$ cat config.mk
export PLATFORM = sky130hd
export DESIGN_NAME = tx_byte_arbiter_flat
export DESIGN_NICKNAME = d
export VERILOG_FILES = /design/src/rtl/tx_arb_pkg.sv /design/src/rtl/tx_byte_arbiter_if.sv /design/src/rtl/tx_arb_slot.sv /design/src/rtl/tx_byte_arbiter.sv /design/src/flat_wrapper.sv
export SDC_FILE = /design/constraint.sdc
export NUM_CORES = 1
export LEC_CHECK = 0
export ABC_AREA = 1
export CAP_MARGIN = 10
export CORE_ASPECT_RATIO = 0.8
export CORE_UTILIZATION = 53
export CTS_CLUSTER_DIAMETER = 100
export DETAILED_ROUTE_END_ITERATION = 10
export PLACE_DENSITY_LB_ADDON = 0.08
export SLEW_MARGIN = 20
export SYNTH_ARGS = -nofsm -noshare
export SYNTH_HDL_FRONTEND = slang
export SYNTH_SLANG_ARGS = --single-unit
export TNS_END_PERCENT = 100
$ cat constraint.sdc
create_clock -name clk -period 2.7 [get_ports clk]
set_input_delay 0.675 -clock clk [delete_from_list [all_inputs] [get_ports clk]]
set_output_delay 0.675 -clock clk [all_outputs]
set_load 0.1 [all_outputs]
$ cat src/rtl/tx_arb_pkg.sv
// Shared types for the TX byte arbiter: source ids, FSM states, frame tag bytes.
// Pure declarations; no timing of its own.
// rr_pick encodes the round-robin rule: scan after the last grant, last grant is lowest.
package tx_arb_pkg;

  typedef enum logic [1:0] {
    SRC_RF  = 2'd0,
    SRC_ALU = 2'd1,
    SRC_ERR = 2'd2
  } src_t;

  typedef enum logic [1:0] {
    IDLE     = 2'd0,
    SEND_TAG = 2'd1,
    SEND_B0  = 2'd2,
    SEND_B1  = 2'd3
  } state_t;

  localparam logic [7:0] TAG_RF  = 8'hA0;
  localparam logic [7:0] TAG_ALU = 8'hA1;
  localparam logic [7:0] TAG_ERR = 8'hA2;

  // occ bit index equals the src_t value; caller guarantees occ != 0
  function automatic src_t rr_pick(input src_t last, input logic [2:0] occ);
    src_t pick;
    case (last)
      SRC_RF:  pick = occ[1] ? SRC_ALU : (occ[2] ? SRC_ERR : SRC_RF);
      SRC_ALU: pick = occ[2] ? SRC_ERR : (occ[0] ? SRC_RF : SRC_ALU);
      default: pick = occ[0] ? SRC_RF : (occ[1] ? SRC_ALU : SRC_ERR);
    endcase
    return pick;
  endfunction

endpackage

$ cat src/rtl/tx_byte_arbiter_if.sv
// Producer/FIFO-side bundle of the TX byte arbiter.
// master = producers and FIFO environment, slave = arbiter.
// Carries the per-source vld/rdy handshakes, the FIFO write port and status flags.
interface tx_byte_arbiter_if #(
  parameter int DATA_WIDTH = 8,
  parameter int ALU_WIDTH  = 16
);
  logic                  rf_vld;
  logic [DATA_WIDTH-1:0] rf_data;
  logic                  rf_rdy;
  logic                  alu_vld;
  logic [ALU_WIDTH-1:0]  alu_data;
  logic                  alu_rdy;
  logic                  err_vld;
  logic [DATA_WIDTH-1:0] err_data;
  logic                  err_rdy;
  logic                  fifo_full;
  logic                  fifo_w_inc;
  logic [DATA_WIDTH-1:0] fifo_wr_data;
  logic                  busy;
  logic                  drop_err;
  logic                  drop_clr;

  modport master (
    output rf_vld, rf_data, alu_vld, alu_data, err_vld, err_data, fifo_full, drop_clr,
    input  rf_rdy, alu_rdy, err_rdy, fifo_w_inc, fifo_wr_data, busy, drop_err
  );

  modport slave (
    input  rf_vld, rf_data, alu_vld, alu_data, err_vld, err_data, fifo_full, drop_clr,
    output rf_rdy, alu_rdy, err_rdy, fifo_w_inc, fifo_wr_data, busy, drop_err
  );
endinterface

$ cat src/rtl/tx_arb_slot.sv
// One-entry holding slot: captures data when vld & rdy, releases on free.
// Latency: captured on the vld edge; rdy returns the edge after free (rdy is the registered !occupied).
// Backpressure: vld while occupied is ignored and flagged on drop for that cycle.
module tx_arb_slot #(
  parameter int WIDTH = 8
) (
  input  logic             clk,
  input  logic             rst,
  input  logic             vld,
  input  logic [WIDTH-1:0] data,
  output logic             rdy,
  output logic             occupied,
  output logic [WIDTH-1:0] held,
  input  logic             free,
  output logic             drop
);
  logic occ_q;

  // capture into an empty slot; the arbiter only frees an occupied slot, so the two never collide
  always_ff @(posedge clk or negedge rst) begin
    if (!rst) begin
      occ_q <= 1'b0;
      held  <= '0;
    end else if (vld && !occ_q) begin
      occ_q <= 1'b1;
      held  <= data;
    end else if (free) begin
      occ_q <= 1'b0;
    end
  end

  assign rdy      = !occ_q;
  assign occupied = occ_q;
  assign drop     = vld & occ_q;
endmodule

$ cat src/rtl/tx_byte_arbiter.sv
// Round-robin arbiter draining RF (1 B), ALU (2 B) and ERR (1 B) frames into the TX FIFO write port.
// Latency: capture E0, grant E1, first byte written E2 (E3 with TX_ARB_FRAME_TAG_EN, which prepends a tag byte).
// Backpressure: fifo_full stalls the current byte in place; producers see rdy=0 while their slot is held.
module tx_byte_arbiter
  import tx_arb_pkg::*;
#(
  parameter int DATA_WIDTH = 8,
  parameter int ALU_WIDTH  = 16   // must be 2*DATA_WIDTH
) (
  input  logic             clk,
  input  logic             rst,
  tx_byte_arbiter_if.slave bus
);
  logic                  rf_occ, alu_occ, err_occ;
  logic                  rf_free, alu_free, err_free;
  logic                  rf_drop, alu_drop, err_drop;
  logic [DATA_WIDTH-1:0] rf_held, err_held;
  logic [ALU_WIDTH-1:0]  alu_held;
  logic [2:0]            occ;
  src_t                  pick;

  state_t                state_q, state_d;
  src_t                  cur_q, cur_d;
  src_t                  last_q, last_d;
  logic [DATA_WIDTH-1:0] wr_data_q, wr_data_d;
  logic                  w_inc;
  logic                  drop_err_q;

  tx_arb_slot #(.WIDTH(DATA_WIDTH)) u_rf_slot (
    .clk(clk), .rst(rst), .vld(bus.rf_vld), .data(bus.rf_data), .rdy(bus.rf_rdy),
    .occupied(rf_occ), .held(rf_held), .free(rf_free), .drop(rf_drop)
  );

  tx_arb_slot #(.WIDTH(ALU_WIDTH)) u_alu_slot (
    .clk(clk), .rst(rst), .vld(bus.alu_vld), .data(bus.alu_data), .rdy(bus.alu_rdy),
    .occupied(alu_occ), .held(alu_held), .free(alu_free), .drop(alu_drop)
  );

  tx_arb_slot #(.WIDTH(DATA_WIDTH)) u_err_slot (
    .clk(clk), .rst(rst), .vld(bus.err_vld), .data(bus.err_data), .rdy(bus.err_rdy),
    .occupied(err_occ), .held(err_held), .free(err_free), .drop(err_drop)
  );

  assign occ  = {err_occ, alu_occ, rf_occ};
  assign pick = rr_pick(last_q, occ);

`ifdef TX_ARB_FRAME_TAG_EN
  logic [DATA_WIDTH-1:0] pick_tag, cur_byte0;
  assign pick_tag  = (pick == SRC_RF)  ? DATA_WIDTH'(TAG_RF)  :
                     (pick == SRC_ALU) ? DATA_WIDTH'(TAG_ALU) : DATA_WIDTH'(TAG_ERR);
  assign cur_byte0 = (cur_q == SRC_RF)  ? rf_held :
                     (cur_q == SRC_ALU) ? alu_held[DATA_WIDTH-1:0] : err_held;
`else
  logic [DATA_WIDTH-1:0] pick_byte0;
  assign pick_byte0 = (pick == SRC_RF)  ? rf_held :
                      (pick == SRC_ALU) ? alu_held[DATA_WIDTH-1:0] : err_held;
`endif

  // FSM state, grant bookkeeping and the registered FIFO data byte
  always_ff @(posedge clk or negedge rst) begin
    if (!rst) begin
      state_q   <= IDLE;
      cur_q     <= SRC_RF;
      last_q    <= SRC_ERR;
      wr_data_q <= '0;
    end else begin
      state_q   <= state_d;
      cur_q     <= cur_d;
      last_q    <= last_d;
      wr_data_q <= wr_data_d;
    end
  end

  // next-state: grant in IDLE, then one byte per non-full cycle; a stall holds state and data
  always_comb begin
    state_d   = state_q;
    cur_d     = cur_q;
    last_d    = last_q;
    wr_data_d = wr_data_q;
    w_inc     = 1'b0;
    rf_free   = 1'b0;
    alu_free  = 1'b0;
    err_free  = 1'b0;
    case (state_q)
      IDLE: begin
        if (|occ) begin
          cur_d  = pick;
          last_d = pick;
`ifdef TX_ARB_FRAME_TAG_EN
          wr_data_d = pick_tag;
          state_d   = SEND_TAG;
`else
          wr_data_d = pick_byte0;
          state_d   = SEND_B0;
`endif
        end
      end
`ifdef TX_ARB_FRAME_TAG_EN
      SEND_TAG: begin
        if (!bus.fifo_full) begin
          w_inc     = 1'b1;
          wr_data_d = cur_byte0;
          state_d   = SEND_B0;
        end
      end
`endif
      SEND_B0: begin
        if (!bus.fifo_full) begin
          w_inc = 1'b1;
          if (cur_q == SRC_ALU) begin
            wr_data_d = alu_held[ALU_WIDTH-1:DATA_WIDTH];
            state_d   = SEND_B1;
          end else begin
            rf_free  = (cur_q == SRC_RF);
            err_free = (cur_q == SRC_ERR);
            state_d  = IDLE;
          end
        end
      end
      SEND_B1: begin
        if (!bus.fifo_full) begin
          w_inc    = 1'b1;
          alu_free = 1'b1;
          state_d  = IDLE;
        end
      end
      default: state_d = IDLE;
    endcase
  end

  // sticky drop flag; a new drop outranks a clear in the same cycle
  always_ff @(posedge clk or negedge rst) begin
    if (!rst) begin
      drop_err_q <= 1'b0;
    end else if (rf_drop || alu_drop || err_drop) begin
      drop_err_q <= 1'b1;
    end else if (bus.drop_clr) begin
      drop_err_q <= 1'b0;
    end
  end

  assign bus.fifo_w_inc   = w_inc;
  assign bus.fifo_wr_data = wr_data_q;
  assign bus.busy         = (state_q != IDLE) || (|occ);
  assign bus.drop_err     = drop_err_q;
endmodule

$ cat src/flat_wrapper.sv
// flat-port wrapper written by rule: the top's interface ports become plain ports
module tx_byte_arbiter_flat import tx_arb_pkg::*;
#(
  parameter int DATA_WIDTH = 8,
  parameter int ALU_WIDTH  = 16                          
)
  (clk, rst, bus_rf_vld, bus_rf_data, bus_alu_vld, bus_alu_data, bus_err_vld, bus_err_data, bus_fifo_full, bus_drop_clr, bus_rf_rdy, bus_alu_rdy, bus_err_rdy, bus_fifo_w_inc, bus_fifo_wr_data, bus_busy, bus_drop_err);
  tx_byte_arbiter_if #(.DATA_WIDTH(DATA_WIDTH), .ALU_WIDTH(ALU_WIDTH)) bus_i ();
  input  logic clk;
  input  logic rst;
  input wire logic [$bits(bus_i.rf_vld)-1:0] bus_rf_vld;
  input wire logic [$bits(bus_i.rf_data)-1:0] bus_rf_data;
  input wire logic [$bits(bus_i.alu_vld)-1:0] bus_alu_vld;
  input wire logic [$bits(bus_i.alu_data)-1:0] bus_alu_data;
  input wire logic [$bits(bus_i.err_vld)-1:0] bus_err_vld;
  input wire logic [$bits(bus_i.err_data)-1:0] bus_err_data;
  input wire logic [$bits(bus_i.fifo_full)-1:0] bus_fifo_full;
  input wire logic [$bits(bus_i.drop_clr)-1:0] bus_drop_clr;
  output wire logic [$bits(bus_i.rf_rdy)-1:0] bus_rf_rdy;
  output wire logic [$bits(bus_i.alu_rdy)-1:0] bus_alu_rdy;
  output wire logic [$bits(bus_i.err_rdy)-1:0] bus_err_rdy;
  output wire logic [$bits(bus_i.fifo_w_inc)-1:0] bus_fifo_w_inc;
  output wire logic [$bits(bus_i.fifo_wr_data)-1:0] bus_fifo_wr_data;
  output wire logic [$bits(bus_i.busy)-1:0] bus_busy;
  output wire logic [$bits(bus_i.drop_err)-1:0] bus_drop_err;
  assign bus_i.rf_vld = bus_rf_vld;
  assign bus_i.rf_data = bus_rf_data;
  assign bus_i.alu_vld = bus_alu_vld;
  assign bus_i.alu_data = bus_alu_data;
  assign bus_i.err_vld = bus_err_vld;
  assign bus_i.err_data = bus_err_data;
  assign bus_i.fifo_full = bus_fifo_full;
  assign bus_i.drop_clr = bus_drop_clr;
  assign bus_rf_rdy = bus_i.rf_rdy;
  assign bus_alu_rdy = bus_i.alu_rdy;
  assign bus_err_rdy = bus_i.err_rdy;
  assign bus_fifo_w_inc = bus_i.fifo_w_inc;
  assign bus_fifo_wr_data = bus_i.fifo_wr_data;
  assign bus_busy = bus_i.busy;
  assign bus_drop_err = bus_i.drop_err;
  tx_byte_arbiter #(.DATA_WIDTH(DATA_WIDTH), .ALU_WIDTH(ALU_WIDTH)) u_core (.clk(clk), .rst(rst), .bus(bus_i));
endmodule
# [Yosys cells after proc, flatten, opt, wreduce, memory -nomap -nowiden]
# Cells that the tools add are included.
[op_classes] muxes=35 eq_ne=10 n_reduce_logical=24 n_bitwise=3
[op_table] cell="$mux 8" count=5
[op_table] cell="$mux 1" count=18
[op_table] cell="$mux 2" count=9
[op_table] cell="$pmux 8 s2" count=1
[op_table] cell="$reduce_bool 2->1" count=6
[op_table] cell="$logic_not 2->1" count=4
[op_table] cell="$eq 2x1->1 const B" count=3
[op_table] cell="$eq 2x2->1 const B" count=3
[op_table] cell="$pmux 2 s3" count=1
[op_table] cell="$ne 2x1->1 const B" count=2
[op_table] cell="$ne 2x2->1 const B" count=2
[op_table] cell="$pmux 2 s2" count=1
[op_table] cell="$reduce_and 4->1" count=1
[op_table] cell="$and 1x1->1" count=3
[op_table] cell="$logic_and 1x1->1" count=3
[op_table] cell="$logic_not 1->1" count=3
[op_table] cell="$logic_or 1x1->1" count=3
[op_table] cell="$reduce_and 3->1" count=1
[op_table] cell="$reduce_or 3->1" count=1
[op_table] cell="$reduce_and 2->1" count=1
[op_table] cell="$reduce_or 2->1" count=1
[word_totals] out_inout_bits=14 wordCells=83 input_bits=39 regBits=50

# [Longest topological paths before layout]
[logic_depth] ltp_word=8 mapped_depth=9 depth_no_buf=9

# [By module]
# From an unflattened synthesis, not the netlist that was laid out.
[hier_totals] hier_cells=299 area_unflattened_um2=2498.6
[by_module_without_submodules] module="tx_byte_arbiter" area_each_um2=1014.7 seq_area_each_um2=351.6 n_inst=1 cells_each=145
[by_module_without_submodules] module="tx_arb_slot at u_core.u_err_slot ..." area_each_um2=379.1 seq_area_each_um2=225.2 n_inst=2 cells_each=40
[by_module_without_submodules] module="tx_arb_slot at u_core.u_alu_slot" area_each_um2=725.7 seq_area_each_um2=425.4 n_inst=1 cells_each=74

# [Least setup slack after synthesis]
# Ideal clock, no wire load.
[synth_path] kind="input-to-output" from="input port bus_fifo_full" to="output port bus_fifo_w_inc" path_stages=1 path_slack_ns=0.097 arrival_time_ns=1.928 n_path_buf=0 path_cell_list="nor2_1"
[synth_via] elab_chain_cells=2
[synth_lines] item="start: declaration" line_no="flat_wrapper.sv:17" text="input wire logic [$bits(bus_i.fifo_full)-1:0] bus_fifo_full;"
[synth_lines] item="$mux 1" line_no="tx_byte_arbiter.sv:108, tx_byte_arbiter.sv:121"
[synth_lines] item="$mux 1"
[synth_lines] item="end: declaration" line_no="flat_wrapper.sv:22" text="output wire logic [$bits(bus_i.fifo_w_inc)-1:0] bus_fifo_w_inc;"
# Every way passes these cells.

# [Final worst setup path]
# Ends and elaborated chain as after synthesis.

==> impl_results.md <==
- Number of I/O port buffers: 52
- Fraction of final layout cells with drive strength greater than 1: 23.9%
- Critical path data required time: 2.03 ns
- Final standard cell utilization of the core: 73.9%
- Root buffer selected by CTS: clkbuf_8
- Post-DP HPWL: 3.35 mm
- Effective utilization at floorplan: 56.7%
- Setup Viol. Count Final: 0
- CTS clock-pin slew for the worst setup and hold paths: 0.09 ns
- Floorplan row count: 20
- Antenna Violating Nets Remaining: 0
- Setup Skew: 0.00675 ns
- Pre-Repair DR Iteration Count: 4
- TritonCTS clock tree: done
- Setup repair after global routing missed its margin: false
- Sw frac: 47.9%
- Final-report max-slew violation count: 0
- Num CTS Buffers: 5
- Average vias per placed instance: 5.19
- Congestion Overflow GR: 0
- Number of top-level pins: 53
- Post-Route Setup TNS: 0 ns
- Final Wtd Congestion: 0.767
- Final period utilization: 84.7%
- Relative max-transition margin: 64.5%
- Area of the mapped netlist: 2210 um^2
- Register area: 1230 um^2
- Maximum fanout along the worst path: 6
- Post-synthesis instance total: 210
- # fillers: 297
- Sequential share of power: 32.9%
- Total of warnings raised by yosys: 0
- Clock buffer depth: 2
- Path category of the worst min-delay check: in2async
- Resized cells post-CTS: 0
- Number of library cell types mapped by synthesis: 23
- Area enclosed by the die boundary: 4440 um^2
- FF-to-FF path depth: 6
- Prevailing post-synth register cell: dfrtp_1
- Internal Dissipation: 2.09 mW
- Number of antenna violations at the first check in global routing: 0
- Overall power: 4.02 mW
- Critical path endpoint category: output port
- CTS Hold Buffers Added: 0
- Via count: 1676
- Worst setup SP type: input pin
- Initial detailed-routing violation count: 166
- Chip height: 59.8 um
- Fraction of registers with async set or reset after synthesis: 100%
- Min cycle time layout: 2.29 ns
- Post-CTS setup-driven buffer insertion count: 0
- Outcome: finished, final reports clean
- Die width: 74.3 um
- All-Layer GR Usage: 24.1%
- Synthesized area divided by synthesized cell count: 10.5 um^2
- Peak Freq: 437 MHz
- Area grow syn2layout: 30.4%
- Clock Latency Late Sink: 0.30 ns
- Pin slew with the least headroom to its limit: 0.532 ns
- Number of H-tree branching levels: 2
- Number of remaining DRC errors: 0
- Critical path data arrival time: 1.61 ns
- Number of nets in the finished design: 306
- Comb power frac: 53.9%
- Multi-input gate area in the final layout: 915 um^2
- Maximum resistive drop on vdd: 0.000740 V
- Post-synthesis register bit count: 49
- Vias in the first global route: 1636
- Clock network fraction of total power: 13.3%
- Critical path start-end classification: in2out
- Syn Nets: 249
- Number of enable-type register cells in the synthesized netlist: 0
- Leakage Power: 1.33 nW
- Core Region: 3900 um^2
- Power density over the cells: 1390 nW/um^2
- Reported max-cap violation count: 0
- Average wire per cell in the routed design: 14.3 um
- Wire length after detailed routing: 4.61 mm
- Pin count of the biggest net entering global routing: 29
- Number of sinks on the clock net: 49
- Final Hold Violating Endpoints: 0
- Wire length of the first global-routing pass: 7.76 mm
- Register area share after synthesis: 55.5%
- Antenna diode instance count: 0
- Switch Pwr: 1.92 mW
-- logic make-up after synthesis --
| family | Yosys count | synth area share [%] |
|---|---|---|
| AND/OR/NAND/NOR | 95 | 19.8 |
| buffers and inverters | 15 | 3.22 |
| AO/OA/AOI/OAI | 20 | 5.71 |
| multiplexers | 31 | 15.8 |
| flip-flops | 49 | 55.5 |
-- stage by stage --
step           worst slack [ns]  instance area (um^2)  hold slack, ns  cells
2_1_floorplan            0.0969                  2210           0.379    210
3_3_place_gp              0.439                  2770           0.467    315
3_5_place_dp              0.425                  2770           0.471    315
4_1_cts                   0.421                  2890           0.365    323
5_1_grt                   0.388                  2890           0.373    323
6_report                  0.413                  2890           0.349    323
-- power by group through the flow --
stage               Clock (mW)  Combinational (mW)  Sequential (mW)
detailed placement           0                2.18             1.33
finish                   0.533                2.16             1.32
global placement             0                2.12             1.32
floorplan                    0                1.27             1.72
global route             0.572                2.35             1.37
CTS                      0.539                2.18             1.32
-- cells in the final DEF, fill, tap and decap left out, drive strengths merged, types with 12 or more instances in the layout --
master         netlist  final
buf                  3     16
clkdlybuf4s50        0     37
mux2                31     31
nand2               58     58
a21oi               12     12
nor2                21     21
dfrtp               48     48
nand3               12     12
inv                 12     12
-- state kept, by name (all words and copies together), names as in the netlist --
| name | cells |
|---|---|
| u_core.u_rf_slot.occupied | 1 |
| u_core.bus.fifo_wr_data | 8 |
| u_core.state_q | 2 |
| u_core.last_q | 2 |
| u_core.u_err_slot.held | 8 |
| u_core.u_alu_slot.held | 16 |
| u_core.u_rf_slot.held | 8 |
| u_core.u_alu_slot.occupied | 1 |
| u_core.u_err_slot.occupied | 1 |
| u_core.bus.drop_err | 1 |
| u_core.cur_q | 1 |
-- critical path, cell delays in order --
cell,delay [ns]
clkdlybuf4s50_1,0.51
nor2_1,0.23
buf_12,0.20
-- layer usage --
metal / share of wire [%] / routed length [um] / track usage [%]
met1: 47 / 2170 / 34.1
met2: 46 / 2130 / 37.9
met3: 6.3 / 289 / 5.23
met4: 0.43 / 20 / 6.47
met5: 0 / 0 / 0
-- synthesized netlist by cell type (6+ instances only) --
master | n | share of area [%]
nand2_1 | 56 | 9.5
inv_2 | 6 | 1.0
mux2_2 | 24 | 12
nand3_1 | 9 | 2.0
nor2_1 | 18 | 3.1
dfrtp_1 | 48 | 54
o21ai_0 | 7 | 1.6
mux2_1 | 7 | 3.6
inv_1 | 6 | 1.0
a21oi_1 | 10 | 2.3
-- layout make-up --
| class | instances | share of cell area, % |
|---|---|---|
| Clock inverter | 1 | 1.04 |
| Tap cell | 55 | 2.39 |
| Sequential cell | 49 | 42.5 |
| Inverter | 12 | 1.56 |
| Timing Repair Buffer | 53 | 17.8 |
| Multi-Input combinational cell | 146 | 31.7 |
| Clock buffer | 7 | 2.99 |
-- path summary, 6_finish.rpt --
kind                                                   startpoint                                     end  slack (ns)
max                                                 bus_fifo_full                          bus_fifo_w_inc        0.41
min                                                           rst  u_core.bus.fifo_wr_data[0]$_DFFE_PN0P_        0.35
max reg2reg                         u_core.state_q[1]$_DFFE_PN0P_  u_core.bus.fifo_wr_data[6]$_DFFE_PN0P_        1.06
min reg2reg                u_core.bus.fifo_wr_data[4]$_DFFE_PN0P_  u_core.bus.fifo_wr_data[4]$_DFFE_PN0P_        0.49
max in group asynchronous                                     rst   u_core.u_err_slot.held[1]$_DFFE_PN0P_        1.81
min in group clk           u_core.bus.fifo_wr_data[4]$_DFFE_PN0P_  u_core.bus.fifo_wr_data[4]$_DFFE_PN0P_        0.49
Power figures use the tool's default switching activity.
